## src/rtl/tube_scan_driver_pkg.sv

```systemverilog
// Shared types, constants and helpers for the 4-digit tube scan driver.
// Segment codes here are active-high {dp,g,f,e,d,c,b,a}.
package tube_scan_driver_pkg;

    typedef enum logic [1:0] {
        ST_OFF = 2'd0,
        ST_ON  = 2'd1,
        ST_GAP = 2'd2
    } state_t;

    localparam logic [7:0] SEG_BLANK = 8'h00;

    function automatic logic [6:0] hex_segs(input logic [3:0] n);
        logic [6:0] s;
        unique case (n)
            4'h0: s = 7'h3F;
            4'h1: s = 7'h06;
            4'h2: s = 7'h5B;
            4'h3: s = 7'h4F;
            4'h4: s = 7'h66;
            4'h5: s = 7'h6D;
            4'h6: s = 7'h7D;
            4'h7: s = 7'h07;
            4'h8: s = 7'h7F;
            4'h9: s = 7'h6F;
            4'hA: s = 7'h77;
            4'hB: s = 7'h7C;
            4'hC: s = 7'h39;
            4'hD: s = 7'h5E;
            4'hE: s = 7'h79;
            default: s = 7'h71;
        endcase
        return s;
    endfunction

    // Bit k set when nibbles k..3 are all zero; digit 0 never blanks.
    function automatic logic [3:0] lz_mask(input logic [15:0] d);
        logic [3:0] m;
        m[3] = (d[15:12] == 4'h0);
        m[2] = m[3] && (d[11:8] == 4'h0);
        m[1] = m[2] && (d[7:4] == 4'h0);
        m[0] = 1'b0;
        return m;
    endfunction

endpackage

```

## src/rtl/tube_scan_driver_decode.sv

```systemverilog
// Combinational hex nibble + decimal point to active-high segment pattern.
import tube_scan_driver_pkg::*;

module hex7seg_decode (
    input  logic [3:0] nibble,
    input  logic       dp,
    output logic [7:0] seg
);

    assign seg = {dp, hex_segs(nibble)};

endmodule

```

## src/rtl/tube_scan_driver.sv

```systemverilog
// Time-multiplexed 4-digit 7-segment scan driver with guard gaps,
// frame-start shadowing and optional leading-zero blanking.
import tube_scan_driver_pkg::*;

module tube_scan_driver #(
    parameter int SCAN_DIV       = 50000,
    parameter int GAP_CYC        = 500,
    parameter bit SEG_ACTIVE_LOW = 1'b1,
    parameter bit SEL_ACTIVE_LOW = 1'b0
) (
    input  logic        clk,
    input  logic        reset,
    input  logic        en,
    input  logic [15:0] data,
    input  logic [3:0]  dp,
    input  logic        blank_lz,
    output logic [3:0]  sel,
    output logic [7:0]  seg,
    output logic        frame_tick
);

    localparam int MAXC = (SCAN_DIV > GAP_CYC) ? SCAN_DIV : GAP_CYC;
    localparam int CW   = $clog2((MAXC < 2) ? 2 : MAXC);

    localparam logic [CW-1:0] SCAN_LAST = CW'(SCAN_DIV - 1);
    localparam logic [CW-1:0] GAP_LAST  =
        (GAP_CYC > 0) ? CW'(GAP_CYC - 1) : '0;

    localparam logic [3:0] SEL_OFF = SEL_ACTIVE_LOW ? 4'hF : 4'h0;
    localparam logic [7:0] SEG_OFF =
        SEG_ACTIVE_LOW ? ~SEG_BLANK : SEG_BLANK;

    state_t        state, state_n;
    logic [1:0]    idx, idx_n;
    logic [CW-1:0] cnt, cnt_n;
    logic          fs;

    logic [15:0]   sh_data;
    logic [3:0]    sh_dp;
    logic          sh_blz;

    logic [15:0]   src_data;
    logic [3:0]    src_dp;
    logic          src_blz;
    logic [3:0]    lz;
    logic [3:0]    nib;
    logic [7:0]    dec_seg;
    logic [7:0]    seg_hi;
    logic [3:0]    sel_hi;
    logic [3:0]    sel_d;
    logic [7:0]    seg_d;

    always_comb begin
        state_n = state;
        idx_n   = idx;
        cnt_n   = cnt;
        fs      = 1'b0;
        unique case (state)
            ST_OFF: begin
                cnt_n = '0;
                idx_n = 2'd0;
                if (en) begin
                    state_n = ST_ON;
                    fs      = 1'b1;
                end
            end
            ST_ON: begin
                if (cnt == SCAN_LAST) begin
                    cnt_n = '0;
                    if (GAP_CYC > 0) begin
                        state_n = ST_GAP;
                    end else begin
                        idx_n = idx + 1'b1;
                        fs    = (idx == 2'd3);
                    end
                end else begin
                    cnt_n = cnt + 1'b1;
                end
            end
            ST_GAP: begin
                if (cnt == GAP_LAST) begin
                    cnt_n   = '0;
                    state_n = ST_ON;
                    idx_n   = idx + 1'b1;
                    fs      = (idx == 2'd3);
                end else begin
                    cnt_n = cnt + 1'b1;
                end
            end
            default: begin
                state_n = ST_OFF;
                cnt_n   = '0;
                idx_n   = 2'd0;
            end
        endcase
        // Disable aborts mid-digit; the next enable starts a fresh frame.
        if (!en) begin
            state_n = ST_OFF;
            idx_n   = 2'd0;
            cnt_n   = '0;
            fs      = 1'b0;
        end
    end

    // On frame start decode straight from the inputs being captured.
    assign src_data = fs ? data     : sh_data;
    assign src_dp   = fs ? dp       : sh_dp;
    assign src_blz  = fs ? blank_lz : sh_blz;
    assign lz       = lz_mask(src_data);
    assign nib      = src_data[{idx_n, 2'b00} +: 4];

    hex7seg_decode u_dec (
        .nibble (nib),
        .dp     (src_dp[idx_n]),
        .seg    (dec_seg)
    );

    always_comb begin
        seg_hi = dec_seg;
        if (src_blz && lz[idx_n]) begin
            seg_hi = SEG_BLANK | {src_dp[idx_n], 7'b0};
        end
        sel_hi = 4'b0001 << idx_n;
        sel_d  = SEL_OFF;
        seg_d  = SEG_OFF;
        if (state_n == ST_ON) begin
            sel_d = SEL_ACTIVE_LOW ? ~sel_hi : sel_hi;
            seg_d = SEG_ACTIVE_LOW ? ~seg_hi : seg_hi;
        end
    end

    always_ff @(posedge clk) begin
        if (reset) begin
            state      <= ST_OFF;
            idx        <= 2'd0;
            cnt        <= '0;
            sh_data    <= 16'h0;
            sh_dp      <= 4'h0;
            sh_blz     <= 1'b0;
            sel        <= SEL_OFF;
            seg        <= SEG_OFF;
            frame_tick <= 1'b0;
        end else begin
            state      <= state_n;
            idx        <= idx_n;
            cnt        <= cnt_n;
            sel        <= sel_d;
            seg        <= seg_d;
            frame_tick <= fs;
            if (fs) begin
                sh_data <= data;
                sh_dp   <= dp;
                sh_blz  <= blank_lz;
            end
        end
    end

endmodule

```

## config.mk

```make
export PLATFORM = sky130hd
export DESIGN_NAME = tube_scan_driver
export DESIGN_NICKNAME = d
export VERILOG_FILES = /design/src/rtl/tube_scan_driver_pkg.sv /design/src/rtl/tube_scan_driver_decode.sv /design/src/rtl/tube_scan_driver.sv
export SDC_FILE = /design/constraint.sdc
export NUM_CORES = 1
export LEC_CHECK = 0
export BUFFER_PORTS_ARGS = -buffer_cell sky130_fd_sc_hd__clkbuf_2
export CORE_ASPECT_RATIO = 1.5
export CORE_MARGIN = 3
export CORE_UTILIZATION = 60
export DETAILED_ROUTE_END_ITERATION = 10
export GPL_TIMING_DRIVEN = 0
export PLACE_DENSITY = 0.79
export SLEW_MARGIN = 0
export SYNTH_ARGS = -nofsm -noshare
export SYNTH_HDL_FRONTEND = slang
export SYNTH_SLANG_ARGS = --single-unit
export TNS_END_PERCENT = 100
```

## constraint.sdc

```tcl
create_clock -name clk -period 11.9 [get_ports clk]
set_input_delay 3.57 -clock clk [delete_from_list [all_inputs] [get_ports clk]]
set_output_delay 3.57 -clock clk [all_outputs]
set_load 0.005 [all_outputs]
```

==> results by group, run 1 <==
Critical path
  • Worst R2R Start: state[0]
  • Required @ worst endpoint: 12.17 ns
  • CP Max Fanout: 10
  • CP max stage delay: 0.55 ns
  • Crit path arrival time: 7.03 ns
  • Worst path slowest cell: buf_1
  • CP Capture Type: flip-flop
  • Worst Setup SP: en
  • Critical Path Source Type: input pin
  • Crit path top cell by count: nand2_1
  • CP cell instances: clkbuf_2 > and2_1 > nand2_1 > o21a_1 > buf_2 > buf_1 > mux2i_1 > nand2_1 > a31oi_1 > ha_1 > or3b_2 > o221ai_1 > a21bo_1
  • Worst Path Class, Setup: input pin to flip-flop

Status
  • Status: finished, final reports clean

Logic synthesis
  • Synth Register Bits: 54
  • Mapped cell area: 2989 um2
  • Post-synth cell types: 66
  • Synthesis Warnings: 0
  • Average cell area after synthesis: 8.565 um2
  • Register area share after synthesis: 36.17%
  • Post-synth ARST share: 0%
  • Synth Net Count: 385
  • Primary FF master, synth: dfxtp_1
  • Synth Instances: 349
  • EDFF count, synth: 0

STA
  • Worst slew pin tran: 0.7282 ns
  • RSZ-0062 raised after global routing: no
  • Relative slew slack: 51.36%
  • Final slew viol count: 0
  • Final period util: 56.88%
  • Hold violation total from the final report: 0
  • Achievable clock frequency: 0.1477 GHz
  • Setup TNS: 0 ns
  • Setup Skew: 0.01262 ns
  • Setup-failing EPs final: 0
  • Fin crit period: 6.769 ns

Worst hold path
  • Hold Startpoint: cnt[0]
  • Hold crit path type: flip-flop to flip-flop

Clocking
  • CTS H-tree depth: 2
  • CTS tree: yes
  • Post-CTS Setup Bufs: 0
  • Post_cts resized: 0
  • Clock buffer count from CTS: 5
  • Clock root cell: clkbuf_8
  • Num Clock Sinks: 54
  • Max Root-Sink Buffers: 2
  • Clk slew on worst S/H paths: 0.10 ns
  • Hold Buf Count CTS: 0
  • Worst skew pair latency: 0.31 ns

Route
  • Wirelength, routed: 6976 um
  • Vias per Instance: 5.912
  • Initial DRC count: 179
  • Vias: 2696
  • DRT Pass-1 Iters: 4
  • Wire per inst: 15.30 um
  • Residual DRC: 0
  • Routed Antenna Nets: 0

Global routing
  • GRT Util Overall: 24.80%
  • Pin count of the biggest net entering global routing: 17
  • Total global routing overflow: 0
  • Vias in the first global route: 2661
  • Initial antenna violation count: 0
  • First-pass GRT wire length: 11730 um

Power
  • Peak VDD IR: 81.18 uV
  • PwrDens: 108.5 nW/um2
  • Power, Total: 363.9 uW
  • Leak: 0.001319 uW

Cells and area
  • Ant. Diodes: 0
  • Area growth syn-to-layout: 12.18%
  • Layout Nets: 427
  • Final instance area: 3353 um2
  • Layout cells sized above 1: 16.58%
  • Finished Layout Cells: 456

Placed design
  • Post-DP Area: 3244 um2
  • DP Wirelength: 5378 um
  • Routability cong.: 0.8854
  • Cells after DPL: 448
  • IO buf count: 35

Die
  • Die area: 5882 um2
  • Die height: 92.45 um
  • Initial Util: 64.22%
  • Die Span X: 63.63 um
  • Core area: 4654 um2
  • Row cnt: 30
  • # IOs: 37

Run
  • Reported max-cap violation count: 0
==> critical path, delay by kind of cell <==
family | cells | cell delay (ns)
buf+inv | 3 | 0.92
simple gates | 4 | 0.94
fa+ha+maj | 1 | 0.34
mux | 1 | 0.38
compound gates | 4 | 0.88
==> metal layers <==
layer | global-route usage (%) | share of wire [%] | vias up
li1 | - | - | 1341
met1 | 24.81 | 38 | 1259
met2 | 48.30 | 54 | 74
met3 | 4.854 | 4.9 | 22
met4 | 10.45 | 3.3 | 0
met5 | 0 | 0 | -
==> synth_stat cells, types with 4 or more instances <==
cell type	n	share of area (%)
or3_1	4	0.84
clkbuf_1	8	1.0
mux2i_1	17	5.7
buf_2	4	0.67
nand4_1	8	1.7
nand2_1	52	6.5
xnor2_1	5	1.5
o211ai_1	8	2.0
dfxtp_1	54	36
ha_1	12	5.0
inv_1	16	2.0
nor4_1	6	1.3
and3_1	5	1.0
xor2_1	7	2.1
a21oi_1	17	2.8
nor2_1	36	4.5
nand3_1	13	2.2
nor3_1	4	0.67
o21ai_0	8	1.3
==> flip-flops by register name (all words and copies together) (netlist names) <==
signal      cells
cnt            16
seg             8
idx             2
frame_tick      1
sh_blz          1
sh_data        16
state           2
sh_dp           4
sel             4
==> cell type report <==
type,instances,area (um2)
clock inverters,3,40.04
multi-input cells,263,1772
repair buffers,35,175.2
plain buffers,16,76.32
inverters,16,60.06
fillers,411,1301
clock buffers,5,68.82
flip-flops and latches,54,1081
well taps,64,80.08
==> cell usage in the layout (no fill, tap or decap), drive strengths merged, types with 2 or more instances in the layout <==
master	synthesis	layout
o21ai	9	9
and4	3	3
xnor2	5	5
o31ai	2	2
nor4	7	7
nand4	8	8
o21a	2	2
clkinv	0	2
nor3b	4	4
inv	16	16
a2111oi	2	2
mux2	2	2
clkbuf	8	48
nor2	36	36
xor2	7	7
a41oi	3	3
and2	3	3
a21o	2	2
dfxtp	54	54
o221ai	3	3
buf	8	8
o211ai	9	9
or3	4	4
o211a	2	2
ha	12	12
a31oi	2	2
and3	5	5
a21oi	17	17
nor3	5	5
nand2	52	52
a41o	2	2
mux2i	17	17
a211oi	4	4
nand3	13	13
a21boi	2	2
==> cell families (layout without fill, tap and decap cells) <==
| group | after synthesis | after routing | synth area share [%] |
|---|---|---|---|
| flops | 54 | 54 | 36.17 |
| compound gates | 72 | 72 | 19.17 |
| fa+ha+maj | 12 | 12 | 5.023 |
| simple gates | 148 | 148 | 25.12 |
| mux | 19 | 19 | 6.446 |
| xor+xnor | 12 | 12 | 3.516 |
| buf+inv | 32 | 75 | 4.563 |
==> final timing paths <==
path | slack [ns] | cells past startpoint | to
setup reg to reg | 7.87 | 14 | seg[3]
hold reg to reg | 0.46 | 1 | cnt[0]
hold / removal | 0.46 | 1 | cnt[0]
setup / recovery | 5.13 | 13 | seg[3]
==> power breakdown <==
group	internal, uW	leakage (uW)	switching [uW]
Clock	62.0	0.0000579	59.5
Combinational	21.6	0.000820	30.2
Sequential	187	0.000441	3.32
Total	271	0.00132	93.0
==> metrics by stage <==
step	setup slack, ns	utilization [%]	hold WS (ns)
2_1_floorplan	5.609	-	0.4179
3_3_place_gp	4.861	69.70	0.4343
3_5_place_dp	4.869	69.70	0.4510
4_1_cts	5.170	72.04	0.4623
5_1_grt	4.917	72.04	0.4762
6_report	5.131	72.04	0.4581
Note: power is estimated with default switching activity, not from simulation.
==> run 2, diff against run 1 <==
Settings changed: CORE_UTILIZATION 60 to 52, PLACE_DENSITY 0.79 to 0.73.
Clock period 11.9 ns to 5.71 ns, I/O delays scaled along.
==> run 2 against run 1 <==
Clock-buffer cell count up 1. Die area increased by 14%. Sequential share of layout area increased by 0.060 points. Combinational power increased by 110%. Cell area shrank 0.19%. Via count is 0.22% lower. Flip-flop and latch count did not move. Core utilization shrank 12 points.
==> results by group, run 2 (synthesis gave the netlist of run 1 again) <==
Status
  • Status: finished, final reports clean

Clocking
  • Clock root cell: clkbuf_8
  • Worst skew pair latency: 0.32 ns (about the same)
  • Clk slew on worst S/H paths: 0.11 ns (about the same)
  • Max Root-Sink Buffers: 2 (unchanged)
  • CTS H-tree depth: 2 (unchanged)
  • Clock buffer count from CTS: 5 (unchanged)
  • Num Clock Sinks: 54 (unchanged)
  • CTS tree: yes
  • Post_cts resized: 0 (unchanged)
  • Hold Buf Count CTS: 0 (unchanged)
  • Post-CTS Setup Bufs: 0 (unchanged)

Critical path
  • Top delay family on crit path: compound AO/OA/AOI/OAI gates
  • Worst R2R Path Depth: 14 (unchanged)
  • Crit path top cell by count: nand2_1
  • Required @ worst endpoint: 5.98 ns (-6.19 ns)
  • Worst R2R Start: state[0]
  • FF-to-FF setup slack: 1.55 ns (-6.32 ns)
  • FF-to-FF End: seg[3]
  • CP Max Fanout: 10 (unchanged)
  • Critical Path Source Type: input pin
  • Worst Path Class, Setup: input pin to flip-flop
  • Bufs and invs on worst path: 3 (unchanged)
  • Worst Setup SP: en
  • Crit path arrival time: 5.29 ns (-1.74 ns)
  • CP Capture Type: flip-flop
  • CP cell instances: clkbuf_2 > and2_1 > nand2_1 > o21a_1 > buf_2 > buf_1 > mux2i_1 > nand2_1 > a31oi_1 > ha_1 > or3b_2 > o221ai_1 > a21bo_1
  • CP max stage delay: 0.54 ns (about the same)
  • Worst path slowest cell: buf_1

Worst hold path
  • Worst Hold End: cnt[0]
  • Hold crit path type: flip-flop to flip-flop
  • Hold Startpoint: cnt[0]
  • Min-Delay Path Depth: 1 (unchanged)

STA
  • Fin crit period: 5.019 ns
  • Worst slew pin tran: 0.7412 ns (+0.01299 ns)
  • Setup-failing EPs final: 0 (unchanged)
  • Post-route setup slack: 0.6911 ns (-4.440 ns)
  • RSZ-0062 raised after global routing: no
  • Relative slew slack: 50.49% (-0.87 points)
  • Setup Skew: 0.009853 ns (-0.002771 ns)
  • Final period util: 87.90%
  • Min Hold Slack: 0.4537 ns (-0.004452 ns)
  • Setup TNS: 0 ns (unchanged)
  • Hold violation total from the final report: 0 (unchanged)
  • Achievable clock frequency: 0.1992 GHz
  • Final slew viol count: 0 (unchanged)

Route
  • Residual DRC: 0 (unchanged)
  • Vias: 2690 (-0.22%)
  • DRT Pass-1 Iters: 4 (unchanged)
  • Initial DRC count: 135 (-25%)
  • Vias per Instance: 5.823 (-1.5%)
  • Wire per inst: 15.47 um (+1.1%)
  • Wirelength, routed: 7148 um (+2.5%)
  • Routed Antenna Nets: 0 (unchanged)

Die
  • Initial Util: 54.03% (-10 points)
  • Core area: 5533 um2 (+19%)
  • Die Span X: 67.91 um (+6.7%)
  • # IOs: 37 (unchanged)
  • Die area: 6713 um2 (+14%)
  • Die height: 98.86 um (+6.9%)
  • Row cnt: 33 (+10%)

Cells and area
  • Ant. Diodes: 0 (unchanged)
  • FILL cells: 510 (+24%)
  • Most frequent cells in the layout: dfxtp_1 (54), nand2_1 (52), nor2_1 (36)
  • Layout cells sized above 1: 16.58% (unchanged)
  • Layout Nets: 427 (unchanged)
  • Area growth syn-to-layout: 11.97%
  • Regs by FF count: cnt: 16 flops, sh_data: 16 flops, seg: 8 flops
  • Most common cell after layout, fill and taps aside: dfxtp_1

Global routing
  • Initial antenna violation count: 0 (unchanged)
  • First-pass GRT wire length: 11870 um (+1.2%)
  • Pin count of the biggest net entering global routing: 17 (unchanged)
  • GRT Util Overall: 22.69% (-2.1 points)
  • Vias in the first global route: 2679 (+0.68%)
  • Total global routing overflow: 0 (unchanged)

Power
  • Leak: 0.001308 uW (-0.81%)
  • Peak VDD IR: 110.2 uV (+36%)
  • PwrDens: 219.8 nW/um2 (+100%)

Placed design
  • DP Wirelength: 5488 um (+2.0%)
  • Place WS: 0.3922 ns (-4.477 ns)
  • Routability cong.: 0.9500 (+7.3%)
  • IO buf count: 35 (unchanged)

Run
  • Reported max-cap violation count: 0 (unchanged)
[run 2: cell types whose count changed in the layout (fill, tap and decap cells not counted), sizes merged]
cell / before / now
clkinv: 2 / 1
bufinv: 1 / 0
clkbuf: 48 / 49
clkinvlp: 0 / 1
[run 2: worst max path at each step]
stage                     slack (ns)  cells past startpoint     end
after floorplan                 1.28                     12  seg[3]
after global routing            0.47                     13  seg[3]
after global placement          0.43                     13  seg[3]
after CTS                       0.72                     13  seg[3]
final                           0.69                     13  seg[3]
after detailed placement        0.39                     13  seg[3]
[run 2: per-layer routing]
metal / vias to the layer above / global-route usage [%] / wire length (um)
li1: 1339 / - / -
met1: 1273 / 24.02 / 2813
met2: 57 / 42.16 / 3865
met3: 21 / 3.307 / 248
met4: 0 / 10.26 / 220
met5: - / 0 / 0
[run 2: stage by stage]
stage / instance area [um2] / std cells / utilization [%] / total power, uW
after floorplan: 2989 / 349 / - / 477.8
after global placement: 3252 / 454 / 58.77 / 510.8
after detailed placement: 3252 / 454 / 58.77 / 513.6
after CTS: 3347 / 462 / 60.49 / 737.5
after global routing: 3347 / 462 / 60.49 / 767.7
final: 3347 / 462 / 60.49 / 735.8
[run 2: layout make-up]
cell class	count	area (um2)	share of cell area, %
multi-input cells	263	1772	52.93
inverters	16	60.06	1.794
clock buffers	6	82.58	2.467
clock inverters	2	12.51	0.3738
repair buffers	35	175.2	5.234
flip-flops and latches	54	1081	32.30
well taps	70	87.58	2.617
plain buffers	16	76.32	2.280
[run 2: report_power, final]
group	internal, uW	total (uW)	switching, uW
clock	97.9	230	132
combinational	45.0	108	63.2
sequential	391	397	6.72
